### config.mk
export PLATFORM = sky130hd
export DESIGN_NAME = ledger_txn_control
export DESIGN_NICKNAME = d
export VERILOG_FILES = /design/src/rtl/ledger_pkg.sv /design/src/rtl/ledger_alu.sv /design/src/rtl/ledger_txn_control.sv
export SDC_FILE = /design/constraint.sdc
export NUM_CORES = 1
export LEC_CHECK = 0
export ABC_CLOCK_PERIOD_IN_PS = 4800
export CAP_MARGIN = 20
export CELL_PAD_IN_SITES_DETAIL_PLACEMENT = 2
export CELL_PAD_IN_SITES_GLOBAL_PLACEMENT = 2
export CORE_MARGIN = 4
export CORE_UTILIZATION = 33
export DETAILED_ROUTE_END_ITERATION = 6
export MAX_ROUTING_LAYER = met4
export PLACE_DENSITY_LB_ADDON = 0.1
export SLEW_MARGIN = 20
export SYNTH_ARGS = -nofsm -noshare
export SYNTH_HDL_FRONTEND = slang
export SYNTH_SLANG_ARGS = --single-unit
export TNS_END_PERCENT = 1
### constraint.sdc
create_clock -name clock -period 4.8 [get_ports clock]
set_clock_uncertainty 0.15 [all_clocks]
set_input_delay 0.96 -clock clock [delete_from_list [all_inputs] [get_ports clock]]
set_output_delay 0.96 -clock clock [all_outputs]
set_load 0.05 [all_outputs]
### src/rtl/ledger_pkg.sv
// Shared constants for the ledger transaction controller: field geometry,
// memory_control phase codes and transfer status codes.
package ledger_pkg;

  localparam int BAL_W  = 16;
  localparam int WORD_W = 3 * BAL_W;

  localparam int ACCT0_LSB = 0 * BAL_W;
  localparam int ACCT1_LSB = 1 * BAL_W;
  localparam int ACCT2_LSB = 2 * BAL_W;

  typedef enum logic [2:0] {
    PROC_IDLE      = 3'b000,
    PROC_LOAD      = 3'b001,
    PROC_CHECK     = 3'b010,
    PROC_APPLY     = 3'b011,
    PROC_WRITEBACK = 3'b100,
    PROC_RESPOND   = 3'b101
  } proc_e;

  typedef enum logic [1:0] {
    ST_OK       = 2'b00,
    ST_NOFUNDS  = 2'b01,
    ST_OVERFLOW = 2'b10,
    ST_BADIDX   = 2'b11
  } status_e;

endpackage

### src/rtl/ledger_alu.sv
// Combinational transfer evaluator: classifies a transfer against a ledger word
// and produces the updated word (the input word unchanged unless status is OK).
module ledger_alu #(
  parameter int BAL_W = ledger_pkg::BAL_W
) (
  input  logic [3*BAL_W-1:0] word_i,
  input  logic [1:0]         from_i,
  input  logic [1:0]         to_i,
  input  logic [BAL_W-1:0]   amount_i,
  output logic [1:0]         status_o,
  output logic [3*BAL_W-1:0] word_o
);
  import ledger_pkg::*;

  logic [BAL_W-1:0] bal_from;
  logic [BAL_W-1:0] bal_to;
  logic [BAL_W:0]   to_sum;

  always_comb begin
    bal_from = '0;
    bal_to   = '0;
    for (int i = 0; i < 3; i++) begin
      if (from_i == 2'(i)) bal_from = word_i[i*BAL_W +: BAL_W];
      if (to_i == 2'(i))   bal_to   = word_i[i*BAL_W +: BAL_W];
    end
    to_sum = {1'b0, bal_to} + {1'b0, amount_i};
  end

  // Priority order matters: a bad index must win even if the fields read as zero.
  always_comb begin
    if (from_i == 2'd3 || to_i == 2'd3 || from_i == to_i) status_o = ST_BADIDX;
    else if (bal_from < amount_i)                          status_o = ST_NOFUNDS;
    else if (to_sum[BAL_W])                                status_o = ST_OVERFLOW;
    else                                                   status_o = ST_OK;
  end

  always_comb begin
    word_o = word_i;
    if (status_o == ST_OK) begin
      for (int i = 0; i < 3; i++) begin
        if (from_i == 2'(i)) word_o[i*BAL_W +: BAL_W] = bal_from - amount_i;
        if (to_i == 2'(i))   word_o[i*BAL_W +: BAL_W] = to_sum[BAL_W-1:0];
      end
    end
  end

endmodule

### src/rtl/ledger_txn_control.sv
// Single-outstanding transfer controller driving memory_control: fetch word,
// validate and apply the transfer, write back, then report status.
module ledger_txn_control #(
  parameter int BAL_W = ledger_pkg::BAL_W
) (
  input  logic               clock,
  input  logic               resetn,
  input  logic               mem_done,
  input  logic               load_registers,
  input  logic [3*BAL_W-1:0] memory_out,
  input  logic               req_valid,
  input  logic [1:0]         req_from,
  input  logic [1:0]         req_to,
  input  logic [BAL_W-1:0]   req_amount,
  output logic               req_ready,
  output logic               load_memory,
  output logic [2:0]         process,
  output logic [3*BAL_W-1:0] datapath_out,
  output logic               resp_valid,
  output logic [1:0]         resp_status,
  output logic [15:0]        tx_count
);
  import ledger_pkg::*;

  proc_e state_q, state_d;

  logic               captured_q, captured_d;
  logic [1:0]         from_q, from_d;
  logic [1:0]         to_q, to_d;
  logic [BAL_W-1:0]   amount_q, amount_d;
  logic [3*BAL_W-1:0] word_q, word_d;
  logic [1:0]         chk_q, chk_d;

  logic               req_ready_q, req_ready_d;
  logic               load_memory_q, load_memory_d;
  logic [2:0]         process_q, process_d;
  logic [3*BAL_W-1:0] datapath_q, datapath_d;
  logic               resp_valid_q, resp_valid_d;
  logic [1:0]         resp_status_q, resp_status_d;
  logic [15:0]        tx_count_q, tx_count_d;

  logic               accept;
  logic [1:0]         alu_status;
  logic [3*BAL_W-1:0] alu_word;

  ledger_alu #(.BAL_W(BAL_W)) u_alu (
    .word_i   (word_q),
    .from_i   (from_q),
    .to_i     (to_q),
    .amount_i (amount_q),
    .status_o (alu_status),
    .word_o   (alu_word)
  );

  assign accept = (state_q == PROC_IDLE) && req_valid && req_ready_q;

  always_ff @(posedge clock or negedge resetn) begin
    if (!resetn) state_q <= PROC_IDLE;
    else         state_q <= state_d;
  end

  always_comb begin
    state_d = state_q;
    case (state_q)
      PROC_IDLE:      if (accept) state_d = PROC_LOAD;
      PROC_LOAD:      if (captured_q && !load_registers) state_d = PROC_CHECK;
      PROC_CHECK:     state_d = PROC_APPLY;
      PROC_APPLY:     state_d = PROC_WRITEBACK;
      PROC_WRITEBACK: if (mem_done) state_d = PROC_RESPOND;
      PROC_RESPOND:   state_d = PROC_IDLE;
      default:        state_d = PROC_IDLE;
    endcase
  end

  // Outputs are registered, so every next value is derived from state_d.
  always_comb begin
    captured_d    = captured_q;
    from_d        = from_q;
    to_d          = to_q;
    amount_d      = amount_q;
    word_d        = word_q;
    chk_d         = chk_q;
    datapath_d    = datapath_q;
    resp_status_d = resp_status_q;
    tx_count_d    = tx_count_q;
    req_ready_d   = (state_d == PROC_IDLE) && mem_done;
    load_memory_d = accept;
    resp_valid_d  = (state_d == PROC_RESPOND);
    process_d     = state_d;

    if (accept) begin
      from_d     = req_from;
      to_d       = req_to;
      amount_d   = req_amount;
      captured_d = 1'b0;
    end
    // Only the first high cycle of load_registers is captured.
    if (state_q == PROC_LOAD && load_registers && !captured_q) begin
      word_d     = memory_out;
      captured_d = 1'b1;
    end
    if (state_q == PROC_CHECK) begin
      chk_d      = alu_status;
      datapath_d = alu_word;
    end
    if (state_d == PROC_RESPOND) begin
      resp_status_d = chk_q;
      if (chk_q == ST_OK) tx_count_d = tx_count_q + 16'd1;
    end
  end

  always_ff @(posedge clock or negedge resetn) begin
    if (!resetn) begin
      captured_q    <= 1'b0;
      from_q        <= '0;
      to_q          <= '0;
      amount_q      <= '0;
      word_q        <= '0;
      chk_q         <= '0;
      req_ready_q   <= 1'b0;
      load_memory_q <= 1'b0;
      process_q     <= '0;
      datapath_q    <= '0;
      resp_valid_q  <= 1'b0;
      resp_status_q <= '0;
      tx_count_q    <= '0;
    end else begin
      captured_q    <= captured_d;
      from_q        <= from_d;
      to_q          <= to_d;
      amount_q      <= amount_d;
      word_q        <= word_d;
      chk_q         <= chk_d;
      req_ready_q   <= req_ready_d;
      load_memory_q <= load_memory_d;
      process_q     <= process_d;
      datapath_q    <= datapath_d;
      resp_valid_q  <= resp_valid_d;
      resp_status_q <= resp_status_d;
      tx_count_q    <= tx_count_d;
    end
  end

  assign req_ready    = req_ready_q;
  assign load_memory  = load_memory_q;
  assign process      = process_q;
  assign datapath_out = datapath_q;
  assign resp_valid   = resp_valid_q;
  assign resp_status  = resp_status_q;
  assign tx_count     = tx_count_q;

endmodule

* After elaboration in Yosys (flattened, before gate mapping)
Cells that the tools add are included.
Storage, ports and cells: bits in registers 143, input bits 73, logic and storage cells 69
Operators by class: add/sub/neg operators 3, order comparisons 1, equal/unequal tests 12, muxes and demuxes 22, reduce and logical (&&, ||, !) cells 18
Operator list (count):
- two-way mux 16 bit | 12
- two-way mux 48 bit | 1
- adder 16 x 16 -> 17 bit | 1
- adder 16 x 1 -> 16 bit, second input constant | 1
- < comparator 16 bit | 1
- subtractor 16 bit | 1
- one-hot mux 3 bit (5 select lines) | 1
- two-way mux 3 bit | 3
- == test 2 bit, second input constant | 4
- logical NOT 2 bit | 4
- == test 3 x 2 -> 1 bit, second input constant | 2
- == test 3 bit, second input constant | 2
- logical AND 1 bit | 6
- logical NOT 3 bit | 2
- two-way mux 2 bit | 3
- == test 2 x 1 -> 1 bit, second input constant | 2
- == test 3 x 1 -> 1 bit, second input constant | 1
- == test 2 bit | 1
- logical NOT 1 bit | 2
- logical OR 1 bit | 2
- two-way mux 1 bit | 2
- AND reduction 2 bit | 1
- nonzero test 2 bit | 1

* Logic depth before layout (Yosys ltp)
word-level depth 10, gate-level depth with buffers 17, mapped depth without buffers 13

* By module
From an unflattened synthesis, not the netlist that was laid out.
Second synthesis, totals: cell total of the unflattened synthesis 848, area total of the unflattened synthesis 8749.6 um^2
By module, submodules not included:
- ledger_txn_control | instances 1, cells an instance 350, area an instance 5489.0 um^2, seq. area each 3578.4 um^2
- ledger_alu | instances 1, cells an instance 498, area an instance 3260.6 um^2, seq. area each 0.0 um^2

* Least setup slack after synthesis
Ideal clock, no wire load.
path type reg2reg, from reg from_q[1], to reg datapath_q[12] (netlist: datapath_out[12]), library setup time 126 ps, arrival 3703 ps, required time 4524 ps, path slack 821 ps, cell stages (with the launch flop) 16, buffers on the path 5, cells stage by stage dfrtp_1 > clkbuf_1 > clkbuf_1 > clkbuf_1 > mux2i_1 > o22ai_1 > ha_1 > nand2_1 > nor4_1 > a211oi_1 > o21ai_1 > and4b_4 > buf_6 > a21oi_2 > buf_6 > a221o_1
On the way: cells in the longest elaborated chain, start to end 9, elaborated cells between the ends (all ways) 18, those cells by class 1 x add/sub; 1 x order compare; 4 x eq/ne; 8 x mux; 4 x reduce/logical
RTL lines:
- start: declaration | line ledger_txn_control.sv:28 | logic [1:0] from_q, from_d;
- start signal: assignment | line ledger_txn_control.sv:129 | from_q <= from_d;
- logical NOT 2 bit | line ledger_alu.sv:23, ledger_alu.sv:41
- two-way mux 16 bit (3 in series) | line ledger_alu.sv:23 | if (from_i == 2'(i)) bal_from = word_i[i*BAL_W +: BAL_W];
- < comparator 16 bit | line ledger_alu.sv:32 | else if (bal_from < amount_i) status_o = ST_NOFUNDS;
- two-way mux 2 bit | line ledger_alu.sv:32
- two-way mux 2 bit | line ledger_alu.sv:31 | if (from_i == 2'd3 || to_i == 2'd3 || from_i == to_i) status_o = ST_BADIDX;
- logical NOT 2 bit | line ledger_alu.sv:39 | if (status_o == ST_OK) begin
- two-way mux 48 bit * | line ledger_alu.sv:39
- end signal: assignment | line ledger_txn_control.sv:137 | datapath_q <= datapath_d;
- end: declaration | line ledger_txn_control.sv:37 | logic [3*BAL_W-1:0] datapath_q, datapath_d;
Mark *: on every way between the ends. The rest lies on a longest branch, timed or not. A chain may end at the register's enable or synchronous reset.

* Worst setup path in the final report
from reg from_q[1], to reg datapath_q[24] (netlist: datapath_out[24])
On the way: cells in the longest elaborated chain, start to end 9, elaborated cells between the ends (all ways) 18, those cells by class 1 x add/sub; 1 x order compare; 4 x eq/ne; 8 x mux; 4 x reduce/logical
RTL lines (line):
- logical NOT 2 bit | ledger_alu.sv:23
- two-way mux 16 bit (3 in series) | ledger_alu.sv:23
- < comparator 16 bit | ledger_alu.sv:32
- two-way mux 2 bit | ledger_alu.sv:32
- two-way mux 2 bit | ledger_alu.sv:31
- logical NOT 2 bit | ledger_alu.sv:39
- two-way mux 48 bit * | ledger_alu.sv:39
Marked as above.

==> metrics.txt <==
status finished, final reports clean; Critical path origin from_q[1]$_DFFE_PN0P_; setup violators final 0; sequential-to-total area share from yosys stat 40.86%; drt drc 0; DPL Wire Length about 27000 um; Yosys reg bits 143; grt ovf 0; first-pass detailed-route iteration total 5; nets@finish between 1000 and 1500; Vias a little over 8000; Syn Inst Count approximately 940; GRT Max-Usage Layer met2; Most used DFF post-synth dfrtp_1; number of diodes 0; Synth Area in Compound Gates 22.07%; Syn Std Cell Area about 8800 um^2; vias per cell 5.778; DRT iter0 DRCs 521; num rows 59; Synth Area in Simple Gates roughly 15%; fin crit share about nine tenths; Die X-Extent between 150 and 200 um; worst r2r src from_q[1]$_DFFE_PN0P_; largest net degree at the start of global routing ~70; Hold Fails Final Rpt 0; total negative slack 0 ps; largest family of logic cells by synthesized area compound AO/OA/AOI/OAI gates; Buf/Inv on CP 1; Num CTS Buffers 17; max incr delay on CP approximately 630 ps; Worst path depth 11; Crit Path Category reg2reg; post-synthesis xor/xnor area fraction approximately 3.1%; Post-CTS Setup Inserts 0; top cells by area, synth dfrtp_1, mux2_2, ha_1; Top cell by count, worst path a211oi_1; Worst-Skew Late Latency 450 ps; antenna violations before repair 0; vias in the first global route just under 9000; cts hold-fix bufs 0; path depth of the worst reg2reg path 11; Avg Synthesized Cell Area roughly 9.3 um^2; post_cts resized 0; area delta synth->final 27.65%; Die H around 170 um; synth warn 0; Final Wtd Congestion about 0.93; syn nets 1045; DIE AREA roughly 29000 um^2; mux share of post-synthesis cell area roughly a tenth; multi-input logic area roughly 4800 um^2; RSZ-0062 raised after global routing false; hold path startpoint tx_count[15]$_DFFE_PN0P_; grt met2 use approximately 44%; register area 3578 um^2; Post-synth EDFFs 0; TritonCTS clock tree done; WL final 36240 um; Tightest Pin Transition 947.4 ps; WP data arrival about 4500 ps; reg2reg setup slack 390 ps; clock sink total between 100 and 150; max-slew violations 0; CTS Root Cell clkbuf_16; delay-heaviest family, CP compound AO/OA/AOI/OAI gates; crit path launch type flip-flop; top cell type's share of synthesized area roughly two fifths; proportion of layout cells with a drive suffix above 1 between 10 and 15%; clock buffer depth 2; Rel. slew slack about 37%; area leader, netlist dfrtp_1; Core Footprint between 20000 and 30000 um^2; CP max FO 14; Yosys cell types 64; filler instances 2852; global-route wire length before repair between 50000 and 60000 um; Hold WC Path Type reg2reg; CTS HTree Levels 4; # IOs roughly 150; adder-cell area share of the yosys netlist under 10%; post-synthesis async set-or-reset flop share 100.0%; Worst EP required 4930 ps; mean routed wirelength per cell 25.59 um; Peak Freq approximately 230 MHz; reg2reg end datapath_out[24]$_DFFE_PN0P_; clock-pin slew on the worst setup and hold paths around 80 ps; ANT nets after route 0; count leader, synth dfrtp_1; total of max-cap violations 0; number of I/O port buffers between 100 and 150; Worst setup EP type flip-flop; Setup crit end datapath_out[24]$_DFFE_PN0P_; Tot GR Track Use about 26%; slowest CP cell dfrtp_1; M3 GR Usage approximately 5.5%; Starting Density 33.61%; crit-path cells buf_4 -> mux2i_1 -> o21ai_0 -> fa_1 -> a211oi_1 -> o211ai_1 -> a211oi_1 -> o21ai_1 -> and4b_4 -> a21oi_2 -> a211oi_1; Final min period ~4400 ps; routing usage on met1 between 20% and 30%; Commonest cells post-synth dfrtp_1, nand2_1, o21ai_0
## worst min path at each step
stage	end	slack (ps)	cells past startpoint
final	tx_count[15]$_DFFE_PN0P_	330	1
after global placement	tx_count[15]$_DFFE_PN0P_	310	1
after detailed placement	tx_count[15]$_DFFE_PN0P_	320	1
after floorplan	chk_q[1]$_DFFE_PN0P_	340	2
after global routing	tx_count[15]$_DFFE_PN0P_	340	1
after CTS	tx_count[15]$_DFFE_PN0P_	330	1
## cells in the final DEF, fill, tap and decap left out, types with 33 or more instances in the layout
| cell | count |
|---|---|
| mux2i_1 | 35 |
| o21ai_0 | 65 |
| a21oi_1 | 54 |
| mux2_2 | 47 |
| inv_1 | 33 |
| nand2_1 | 108 |
| dfrtp_1 | 143 |
| ha_1 | 33 |
| clkdlybuf4s50_1 | 143 |
| nor2_1 | 62 |
## layer usage
| layer | share of wire [%] | vias up |
|---|---|---|
| li1 | - | 3718 |
| met1 | 41 | 4146 |
| met2 | 50 | 237 |
| met3 | 4.6 | 81 |
| met4 | 3.9 | 0 |
| met5 | 0 | - |
## flip-flops by register name (all words and copies together), names as in the netlist
signal	count
tx_count	16
process	3
from_q	2
resp_status	2
to_q	2
req_ready	1
resp_valid	1
word_q	48
load_memory	1
chk_q	2
amount_q	16
datapath_out	48
captured_q	1
## layout make-up
cell class | count | share of cell area [%]
Multi-Input combinational cell | 706 | 43.36
Sequential cell | 143 | 32.01
Timing Repair Buffer | 167 | 14.67
Clock buffer | 17 | 3.806
Tap cell | 335 | 3.750
Clock inverter | 15 | 1.287
Inverter | 33 | 1.108
## stage by stage
stage,setup slack [ps],cell area (um^2),cells,hold slack [ps],util (%)
2_1_floorplan,821.1,8757,937,335.8,-
3_3_place_gp,200.2,10600,1384,309.0,40.68
3_5_place_dp,95.35,10610,1384,317.8,40.70
4_1_cts,81.33,11170,1416,332.3,42.88
5_1_grt,219.7,11180,1416,338.6,42.90
6_report,390.8,11180,1416,330.0,42.90
## kinds of logic after synthesis
family / after synthesis
AND/OR/NAND/NOR: 275
AO/OA/AOI/OAI: 283
multiplexers: 82
flip-flops: 143
adder cells (fa/ha/maj): 35
XOR/XNOR: 31
buffers and inverters: 88
Power is left out: the tool's default activity adds up to more than one toggle a clock period on the data nets, which glitch-free logic cannot reach.
